===== src/rtl/lru_matrix_tracker_if.sv =====
// Request/victim bundle for lru_matrix_tracker: two access ports, one invalidate
// port, and the victim query with its registered answer.
interface lru_matrix_tracker_if #(
    parameter int WAYS = 4,
    parameter int SETS = 1
);
    localparam int WAY_W = $clog2(WAYS);
    localparam int SET_W = (SETS > 1) ? $clog2(SETS) : 1;

    logic             acc1_v_i;
    logic [SET_W-1:0] acc1_set_i;
    logic [WAY_W-1:0] acc1_way_i;
    logic             acc2_v_i;
    logic [SET_W-1:0] acc2_set_i;
    logic [WAY_W-1:0] acc2_way_i;
    logic             inv_v_i;
    logic [SET_W-1:0] inv_set_i;
    logic [WAY_W-1:0] inv_way_i;
    logic [SET_W-1:0] query_set_i;
    logic [WAYS-1:0]  lock_mask_i;
    logic [WAY_W-1:0] victim_way_o;
    logic             victim_valid_o;

    modport master (
        output acc1_v_i, acc1_set_i, acc1_way_i,
        output acc2_v_i, acc2_set_i, acc2_way_i,
        output inv_v_i, inv_set_i, inv_way_i,
        output query_set_i, lock_mask_i,
        input  victim_way_o, victim_valid_o
    );

    modport slave (
        input  acc1_v_i, acc1_set_i, acc1_way_i,
        input  acc2_v_i, acc2_set_i, acc2_way_i,
        input  inv_v_i, inv_set_i, inv_way_i,
        input  query_set_i, lock_mask_i,
        output victim_way_o, victim_valid_o
    );
endinterface


===== src/rtl/lru_matrix_tracker.sv =====
// Matrix-based LRU tracker: one WAYS x WAYS age matrix per set, two accesses and
// one invalidate per cycle, registered victim selection with a per-query lock mask.
module lru_matrix_tracker #(
    parameter int WAYS = 4,
    parameter int SETS = 1
) (
    input  logic               clk_i,
    input  logic               reset_n_i,
    lru_matrix_tracker_if.slave bus
);
    localparam int WAY_W = $clog2(WAYS);

    // Row i, column j set means way i is more recent than way j.
    typedef logic [WAYS-1:0][WAYS-1:0] mat_t;

    mat_t             mat_q [SETS];
    mat_t             mat_d [SETS];
    logic [WAY_W-1:0] victim_way_q;
    logic             victim_valid_q;
    logic [WAY_W-1:0] victim_way_d;
    logic             victim_valid_d;
    logic             acc1_ok, acc2_ok, inv_ok;

    function automatic mat_t apply_access(input mat_t m, input logic [WAY_W-1:0] a);
        mat_t r;
        r = m;
        for (int i = 0; i < WAYS; i++) begin
            for (int j = 0; j < WAYS; j++) begin
                if (j == int'(a))      r[i][j] = 1'b0;
                else if (i == int'(a)) r[i][j] = 1'b1;
            end
        end
        return r;
    endfunction

    function automatic mat_t apply_invalidate(input mat_t m, input logic [WAY_W-1:0] a);
        mat_t r;
        r = m;
        for (int i = 0; i < WAYS; i++) begin
            for (int j = 0; j < WAYS; j++) begin
                if (i == int'(a))      r[i][j] = 1'b0;
                else if (j == int'(a)) r[i][j] = 1'b1;
            end
        end
        return r;
    endfunction

    // Out-of-range ways are dropped here; out-of-range sets never match any s below.
    assign acc1_ok = bus.acc1_v_i && (int'(bus.acc1_way_i) < WAYS);
    assign acc2_ok = bus.acc2_v_i && (int'(bus.acc2_way_i) < WAYS);
    assign inv_ok  = bus.inv_v_i  && (int'(bus.inv_way_i)  < WAYS);

    always_comb begin
        mat_t m;
        for (int s = 0; s < SETS; s++) begin
            // NOTE: every combinational variable gets a value on every path first, so no latch is inferred.
            m = mat_q[s];
            if (acc1_ok && int'(bus.acc1_set_i) == s) m = apply_access(m, bus.acc1_way_i);
            if (acc2_ok && int'(bus.acc2_set_i) == s) m = apply_access(m, bus.acc2_way_i);
            if (inv_ok  && int'(bus.inv_set_i)  == s) m = apply_invalidate(m, bus.inv_way_i);
            mat_d[s] = m;
        end
    end

    // Victim looks at next-state rows so this cycle's updates are already visible.
    always_comb begin
        mat_t q_mat;
        logic q_ok;
        q_mat          = '0;
        q_ok           = 1'b0;
        victim_way_d   = '0;
        victim_valid_d = 1'b0;
        for (int s = 0; s < SETS; s++) begin
            if (int'(bus.query_set_i) == s) begin
                q_mat = mat_d[s];
                q_ok  = 1'b1;
            end
        end
        for (int w = 0; w < WAYS; w++) begin
            if (q_ok && !victim_valid_d && !bus.lock_mask_i[w] &&
                ((q_mat[w] & ~bus.lock_mask_i) == '0)) begin
                victim_valid_d = 1'b1;
                victim_way_d   = WAY_W'(w);
            end
        end
    end

    // NOTE: the age matrices sit in flops, so the async reset clears them all; a RAM macro could not do this.
    always_ff @(posedge clk_i or negedge reset_n_i) begin
        if (!reset_n_i) begin
            for (int s = 0; s < SETS; s++) mat_q[s] <= '0;
            victim_way_q   <= '0;
            victim_valid_q <= 1'b0;
        end else begin
            // NOTE: sequential state uses non-blocking assignment so every flop samples pre-edge values.
            for (int s = 0; s < SETS; s++) mat_q[s] <= mat_d[s];
            victim_way_q   <= victim_way_d;
            victim_valid_q <= victim_valid_d;
        end
    end

    assign bus.victim_way_o   = victim_way_q;
    assign bus.victim_valid_o = victim_valid_q;
endmodule


===== src/flat_wrapper.sv =====
// flat-port wrapper written by rule: the top's interface ports become plain ports
module lru_matrix_tracker_flat 
#(
    parameter int WAYS = 4,
    parameter int SETS = 1
)
  (clk_i, reset_n_i, bus_acc1_v_i, bus_acc1_set_i, bus_acc1_way_i, bus_acc2_v_i, bus_acc2_set_i, bus_acc2_way_i, bus_inv_v_i, bus_inv_set_i, bus_inv_way_i, bus_query_set_i, bus_lock_mask_i, bus_victim_way_o, bus_victim_valid_o);
  lru_matrix_tracker_if #(.WAYS(WAYS), .SETS(SETS)) bus_i ();
  input  logic clk_i;
  input  logic reset_n_i;
  input wire logic [$bits(bus_i.acc1_v_i)-1:0] bus_acc1_v_i;
  input wire logic [$bits(bus_i.acc1_set_i)-1:0] bus_acc1_set_i;
  input wire logic [$bits(bus_i.acc1_way_i)-1:0] bus_acc1_way_i;
  input wire logic [$bits(bus_i.acc2_v_i)-1:0] bus_acc2_v_i;
  input wire logic [$bits(bus_i.acc2_set_i)-1:0] bus_acc2_set_i;
  input wire logic [$bits(bus_i.acc2_way_i)-1:0] bus_acc2_way_i;
  input wire logic [$bits(bus_i.inv_v_i)-1:0] bus_inv_v_i;
  input wire logic [$bits(bus_i.inv_set_i)-1:0] bus_inv_set_i;
  input wire logic [$bits(bus_i.inv_way_i)-1:0] bus_inv_way_i;
  input wire logic [$bits(bus_i.query_set_i)-1:0] bus_query_set_i;
  input wire logic [$bits(bus_i.lock_mask_i)-1:0] bus_lock_mask_i;
  output wire logic [$bits(bus_i.victim_way_o)-1:0] bus_victim_way_o;
  output wire logic [$bits(bus_i.victim_valid_o)-1:0] bus_victim_valid_o;
  assign bus_i.acc1_v_i = bus_acc1_v_i;
  assign bus_i.acc1_set_i = bus_acc1_set_i;
  assign bus_i.acc1_way_i = bus_acc1_way_i;
  assign bus_i.acc2_v_i = bus_acc2_v_i;
  assign bus_i.acc2_set_i = bus_acc2_set_i;
  assign bus_i.acc2_way_i = bus_acc2_way_i;
  assign bus_i.inv_v_i = bus_inv_v_i;
  assign bus_i.inv_set_i = bus_inv_set_i;
  assign bus_i.inv_way_i = bus_inv_way_i;
  assign bus_i.query_set_i = bus_query_set_i;
  assign bus_i.lock_mask_i = bus_lock_mask_i;
  assign bus_victim_way_o = bus_i.victim_way_o;
  assign bus_victim_valid_o = bus_i.victim_valid_o;
  lru_matrix_tracker #(.WAYS(WAYS), .SETS(SETS)) u_core (.clk_i(clk_i), .reset_n_i(reset_n_i), .bus(bus_i));
endmodule

===== config.mk =====
export PLATFORM = sky130hd
export DESIGN_NAME = lru_matrix_tracker_flat
export DESIGN_NICKNAME = d
export VERILOG_FILES = /design/src/rtl/lru_matrix_tracker_if.sv /design/src/rtl/lru_matrix_tracker.sv /design/src/flat_wrapper.sv
export SDC_FILE = /design/constraint.sdc
export NUM_CORES = 1
export LEC_CHECK = 0
export ABC_AREA = 1
export CAP_MARGIN = 20
export CORE_ASPECT_RATIO = 1.25
export CORE_MARGIN = 10
export CORE_UTILIZATION = 52
export CTS_CLUSTER_DIAMETER = 200
export DETAILED_ROUTE_END_ITERATION = 12
export PLACE_DENSITY = 0.86
export SYNTH_ARGS = -nofsm -noshare
export SYNTH_HDL_FRONTEND = slang
export SYNTH_SLANG_ARGS = --single-unit
export TNS_END_PERCENT = 50

===== constraint.sdc =====
create_clock -name clk_i -period 1.4 [get_ports clk_i]
set_input_delay 0.28 -clock clk_i [delete_from_list [all_inputs] [get_ports clk_i]]
set_output_delay 0.28 -clock clk_i [all_outputs]
set_load 0.02 [all_outputs]

After elaboration in Yosys (flattened, before gate mapping)
Cells that the tools add are included.

word-level totals
  register bits = 19
  input bits = 19
  output and inout bits = 3
  logic and storage cells = 147

operators by class
  eq/ne operators = 9
  multiplexer cells = 96
  bitwise operators = 8
  reduce and logical (&&, ||, !) cells = 28

operators by type and width
  operator            count
  $mux 1              90
  $mux 16             4
  $and 4x4->4         4
  $logic_not 4->1     4
  $logic_and 1x1->1   14
  $eq 2x2->1 const A  6
  $logic_not 1->1     7
  $eq 1x2->1 const A  3
  $logic_not 2->1     3
  $mux 2              2
  $not 4->4           1
  $not 1->1           3

Longest topological paths before layout
  word-level depth = 30
  depth in mapped cells = 12
  mapped depth without buffers = 12

Worst setup path before layout
OpenSTA, ideal clock, no wires.

  kind = input to register
  start = input port bus_inv_set_i
  end = register u_core.victim_way_q[1] (netlist: u_core.bus.victim_way_o[1])
  setup time = 0.118 ns
  arrival time = 1.233 ns
  data required time = 1.282 ns
  setup slack = 0.049 ns
  stages on the path = 12
  buffers on the path = 0
  path through = inv_1 > nand2_1 > nor2_2 > inv_2 > nor2_4 > inv_2 > nand2_2 > nand2_1 > nand2_1 > nor2_2 > a21oi_1 > nor2_1

RTL lines
  what                  RTL line                  text
  start, declared       flat_wrapper.sv:18        input wire logic [$bits(bus_i.inv_set_i)-1:0] bus_inv_set_i;
  end signal, assigned  lru_matrix_tracker.sv:97  victim_way_q <= victim_way_d;
  end, declared         lru_matrix_tracker.sv:18  logic [WAY_W-1:0] victim_way_q;

Worst setup path in the final report
  start = input port bus_acc1_way_i[0]
  end = register u_core.victim_way_q[0] (netlist: u_core.bus.victim_way_o[0])

on the way
  longest elaborated chain between the ends = 30
  elaborated cells on any way between the ends = 119
  classes of those cells = eq/ne (3); mux (94); bitwise (4); reduce/logical (18)

RTL lines
  what                             RTL line                                            text
  start, declared                  flat_wrapper.sv:13                                  input wire logic [$bits(bus_i.acc1_way_i)-1:0] bus_acc1_way_i;
  $logic_not 2->1                  lru_matrix_tracker.sv:29, lru_matrix_tracker.sv:30
  $mux 1                           lru_matrix_tracker.sv:30                            else if (i == int'(a)) r[i][j] = 1'b1;
  $mux 1                           lru_matrix_tracker.sv:29                            if (j == int'(a)) r[i][j] = 1'b0;
  $mux 16 *                        lru_matrix_tracker.sv:58                            if (acc1_ok && int'(bus.acc1_set_i) == s) m = apply_access(m, bus.acc1_way_i);
  $mux 1                           lru_matrix_tracker.sv:30
  $mux 1                           lru_matrix_tracker.sv:29
  $mux 16 *                        lru_matrix_tracker.sv:59                            if (acc2_ok && int'(bus.acc2_set_i) == s) m = apply_access(m, bus.acc2_way_i);
  $mux 1                           lru_matrix_tracker.sv:42                            else if (j == int'(a)) r[i][j] = 1'b1;
  (+11 left out)                   --
  $mux 1                           lru_matrix_tracker.sv:80                            if (q_ok && !victim_valid_d && !bus.lock_mask_i[w] &&
  $logic_not 1->1                  lru_matrix_tracker.sv:80
  $logic_and 1x1->1 (3 in series)  lru_matrix_tracker.sv:80
  $mux 1                           lru_matrix_tracker.sv:80
  $logic_not 1->1                  lru_matrix_tracker.sv:80
  $logic_and 1x1->1 (3 in series)  lru_matrix_tracker.sv:80
  $mux 2 *                         lru_matrix_tracker.sv:80
  net u_core.victim_way_d[0]       lru_matrix_tracker.sv:20                            logic [WAY_W-1:0] victim_way_d;

The timed path passes the listed nets; every way through them passes the cells marked *.

==> run_results.csv <==
group,metric,value,unit
grt,use_met3,3.38,%
worst_setup_path,cp_slowest_cell,"clkdlybuf4s15_1",
drt,first_pass_iters,4,
clock_tree,path_clk_slew,110,ps
logic_synthesis,netlist-cell-type-count,23,
worst_setup_path,critPathKind,"in -> reg",
final_layout,fin_nets,274,
logic_synthesis,synth_edf_count,0,
logic_synthesis,syn_area_per_cell,6.98,µm²
logic_synthesis,ys.flop_type,"dfrtp_1",
worst_setup_path,reg2reg_slack,150,ps
worst_setup_path,timing.critical_path.mode_cell,"nand2_1",
worst_setup_path,startpoint_type,"input pin",
clock_tree,hold_buffers,0,
grt,grt_pass1_vias,1528,
logic_synthesis,ys_seq_area_share,36.0,%
logic_synthesis,synth_cells,189,
grt,grt_busiest_layer,"met2",
logic_synthesis,synth_fa_ha_area_share,0,%
timing,slew_headroom,80.5,%
final_layout,area_growth,53.3,%
power,p_leak,1.06,nW
floorplan,ioPinCount,22,
logic_synthesis,muxShareOfSynthArea,0,%
grt,grt_start_max_net_pins,20,
worst_setup_path,cp_max_fo,4,
grt,globalRouteMet2Util,28.6,%
grt,grt_use_total,16.6,%
outcome,status,"finished clean",
placed_design,gp_congestion,0.863,
logic_synthesis,yosysTopAreaCell,"dfrtp_1",
power,p_total,1.53,mW
logic_synthesis,synth_compound_area_share,6.92,%
grt,antenna_found_initial,0,
worst_setup_path,crit_arrival,1590,ps
logic_synthesis,synth_top_cells_by_count,"nand2_1 (41), inv_1 (30), nand3_1 (23), nor2_1 (23), dfrtp_1 (19)",
timing,slew_violations,0,
timing,setup_viol,0,
logic_synthesis,synth_top_family_by_area,"simple AND/OR/NAND/NOR gates",
clock_tree,cts_num_sinks,19,
floorplan,start_util,54.4,%
floorplan,dieArea,4970,µm²
drt,viasPerCell,5.40,
timing,hold_viol,0,
timing,post-route-min-period,1380,ps
logic_synthesis,ys_seq_elements,19,
drt,via_count,1550,
drt,drt-total-wl,4490,µm
worst_setup_path,cp.required,1610,ps
placed_design,place_hpwl,2890,µm
logic_synthesis,synth.most_common_cell,"nand2_1",
worst_setup_path,cp_top_family,"simple AND/OR/NAND/NOR gates",
job,maxCapViolCount,0,
logic_synthesis,yosys_warnings,0,
hold_path,worstHoldPathType,"in -> async",
timing,setup_slack,19.8,ps
worst_setup_path,cp_slowest_stage_delay,240,ps
logic_synthesis,synth-simple-area-share,46.5,%
logic_synthesis,synth_top_area_share,36.0,%
logic_synthesis,synth_area_leaders,"dfrtp_1 (36%), nand2_1 (12%), nand3_1 (8.7%)",
worst_setup_path,critPathBufInv,2,
clock_tree,clock_latency,310,ps
clock_tree,cts_buffer_depth,2,
floorplan,rows,20,
placed_design,port_buffers,21,
final_layout,diodes,0,
clock_tree,cts_max_level,1,
power,p_per_area,756,nW/µm²
logic_synthesis,syn_nets,208,
grt,grt_pass1_wl,6690,µm
placed_design,dpl_worst_slack,-543,ps
drt,drtIter0Drc,107,
timing,skew,3.55,ps
drt,postRouteAntennaNets,0,
drt,route.detailed.drc,0,
drt,wl_per_cell,15.7,µm
floorplan,die_w,65.1,µm
logic_synthesis,synth_xor_area_share,0,%
logic_synthesis,synth-async-reset-ratio,100,%
grt,grt_use_met1,18.0,%
clock_tree,cts_tree,"yes",
clock_tree,clockRootBuffer,"clkbuf_4",
floorplan,fp.dieH,76.3,µm
worst_setup_path,crit_chain,"clkdlybuf4s15_1 -> buf_4 -> nor2_4 -> nand2_4 -> nand3_1 -> nand2_1 -> nand2_1 -> nor2_1 -> nor2_2 -> nand2_1 -> nand2_1 -> a21oi_2",
timing,fin_crit_sh,98.6,%
timing,fmax,725,MHz
power,vdd_drop_max,0.793,mV
final_layout,final_layout_size_suffix_gt1_share,41.7,%
floorplan,core_area,2430,µm²
grt,overflow,0,
logic_synthesis,synth_area,1320,µm²
clock_tree,cts-buffers-inserted,3,
worst_setup_path,critPathCaptureType,"flip-flop",
timing,tightestPinTransition,291,ps
==> registers in the layout, indices dropped and copies added (netlist names) <==
| register | flops |
|---|---|
| u_core.bus.victim_valid_o | 1 |
| u_core.mat_q | 16 |
| u_core.bus.victim_way_o | 2 |
==> repair_timing <==
action	in CTS	in global routing
pin swaps	13	24
endpoints found under the setup margin	7	3
resized for setup	33	39
setup buffers	4	8
==> metrics by stage <==
stage | util, % | area (µm²) | hold slack (ps) | cells | setup TNS, ps
2_1_floorplan | - | 1320 | -15.6 | 189 | 0
3_3_place_gp | 73.4 | 1780 | 485 | 271 | -3700
3_5_place_dp | 73.4 | 1780 | 491 | 271 | -4140
4_1_cts | 78.1 | 1900 | 301 | 279 | -0.222
5_1_grt | 83.4 | 2020 | 305 | 287 | -97.1
6_report | 83.4 | 2020 | 292 | 287 | 0
==> routing by layer <==
metal | up-vias | routed length (µm)
met5 | - | 0
met4 | 0 | 190
met3 | 20 | 261
met2 | 80 | 2360
met1 | 720 | 1680
li1 | 730 | -
==> cell families (layout without fill, tap and decap cells) <==
group | Yosys count | count (layout)
AO/OA/AOI/OAI | 15 | 15
AND/OR/NAND/NOR | 118 | 118
flip-flops | 19 | 19
buffers and inverters | 37 | 102
==> power breakdown <==
| group | switching (mW) | total [mW] | leakage (nW) | internal, mW |
|---|---|---|---|---|
| Combinational | 0.339 | 0.595 | 0.810 | 0.256 |
| Clock | 0.179 | 0.290 | 0.0150 | 0.111 |
| Sequential | 0.0202 | 0.644 | 0.232 | 0.624 |
| Total | 0.538 | 1.53 | 1.06 | 0.992 |
==> placed cells by master (no fill, tap or decap), types with 2 or more instances in the layout <==
cell type	count
o211ai_1	2
dlygate4sd2_1	6
nand4_1	4
clkdlybuf4s50_1	6
nand3_4	5
inv_1	25
nor2_1	15
a31oi_1	2
a21oi_2	2
nand3_2	5
nand2_1	35
nor2_2	7
buf_4	35
nand2_2	10
inv_2	12
buf_6	5
dfrtp_1	19
nor2_4	13
clkdlybuf4s15_1	4
clkbuf_4	3
nand3_1	19
a21oi_1	5
clkbuf_2	5
==> layout make-up <==
type / instances / area (µm²)
inverter: 37 / 139
multi-input combinational: 133 / 845
sequential: 19 / 475
tap: 33 / 41.3
clock buffer: 4 / 26.3
timing repair buffer: 61 / 497
fill: 145 / 404
==> worst paths after layout <==
kind                                         endpoint               from  cells after the start
max in group asynchronous             u_core.mat_q[5]          reset_n_i                      2
min                                  u_core.mat_q[12]          reset_n_i                      2
min in group clk_i                    u_core.mat_q[7]     bus_acc2_set_i                      4
max                        u_core.bus.victim_way_o[0]  bus_acc1_way_i[0]                     12
min reg2reg                           u_core.mat_q[5]    u_core.mat_q[5]                      2
max reg2reg                u_core.bus.victim_way_o[0]   u_core.mat_q[11]                     10
Note: power is estimated with default switching activity, not from simulation.
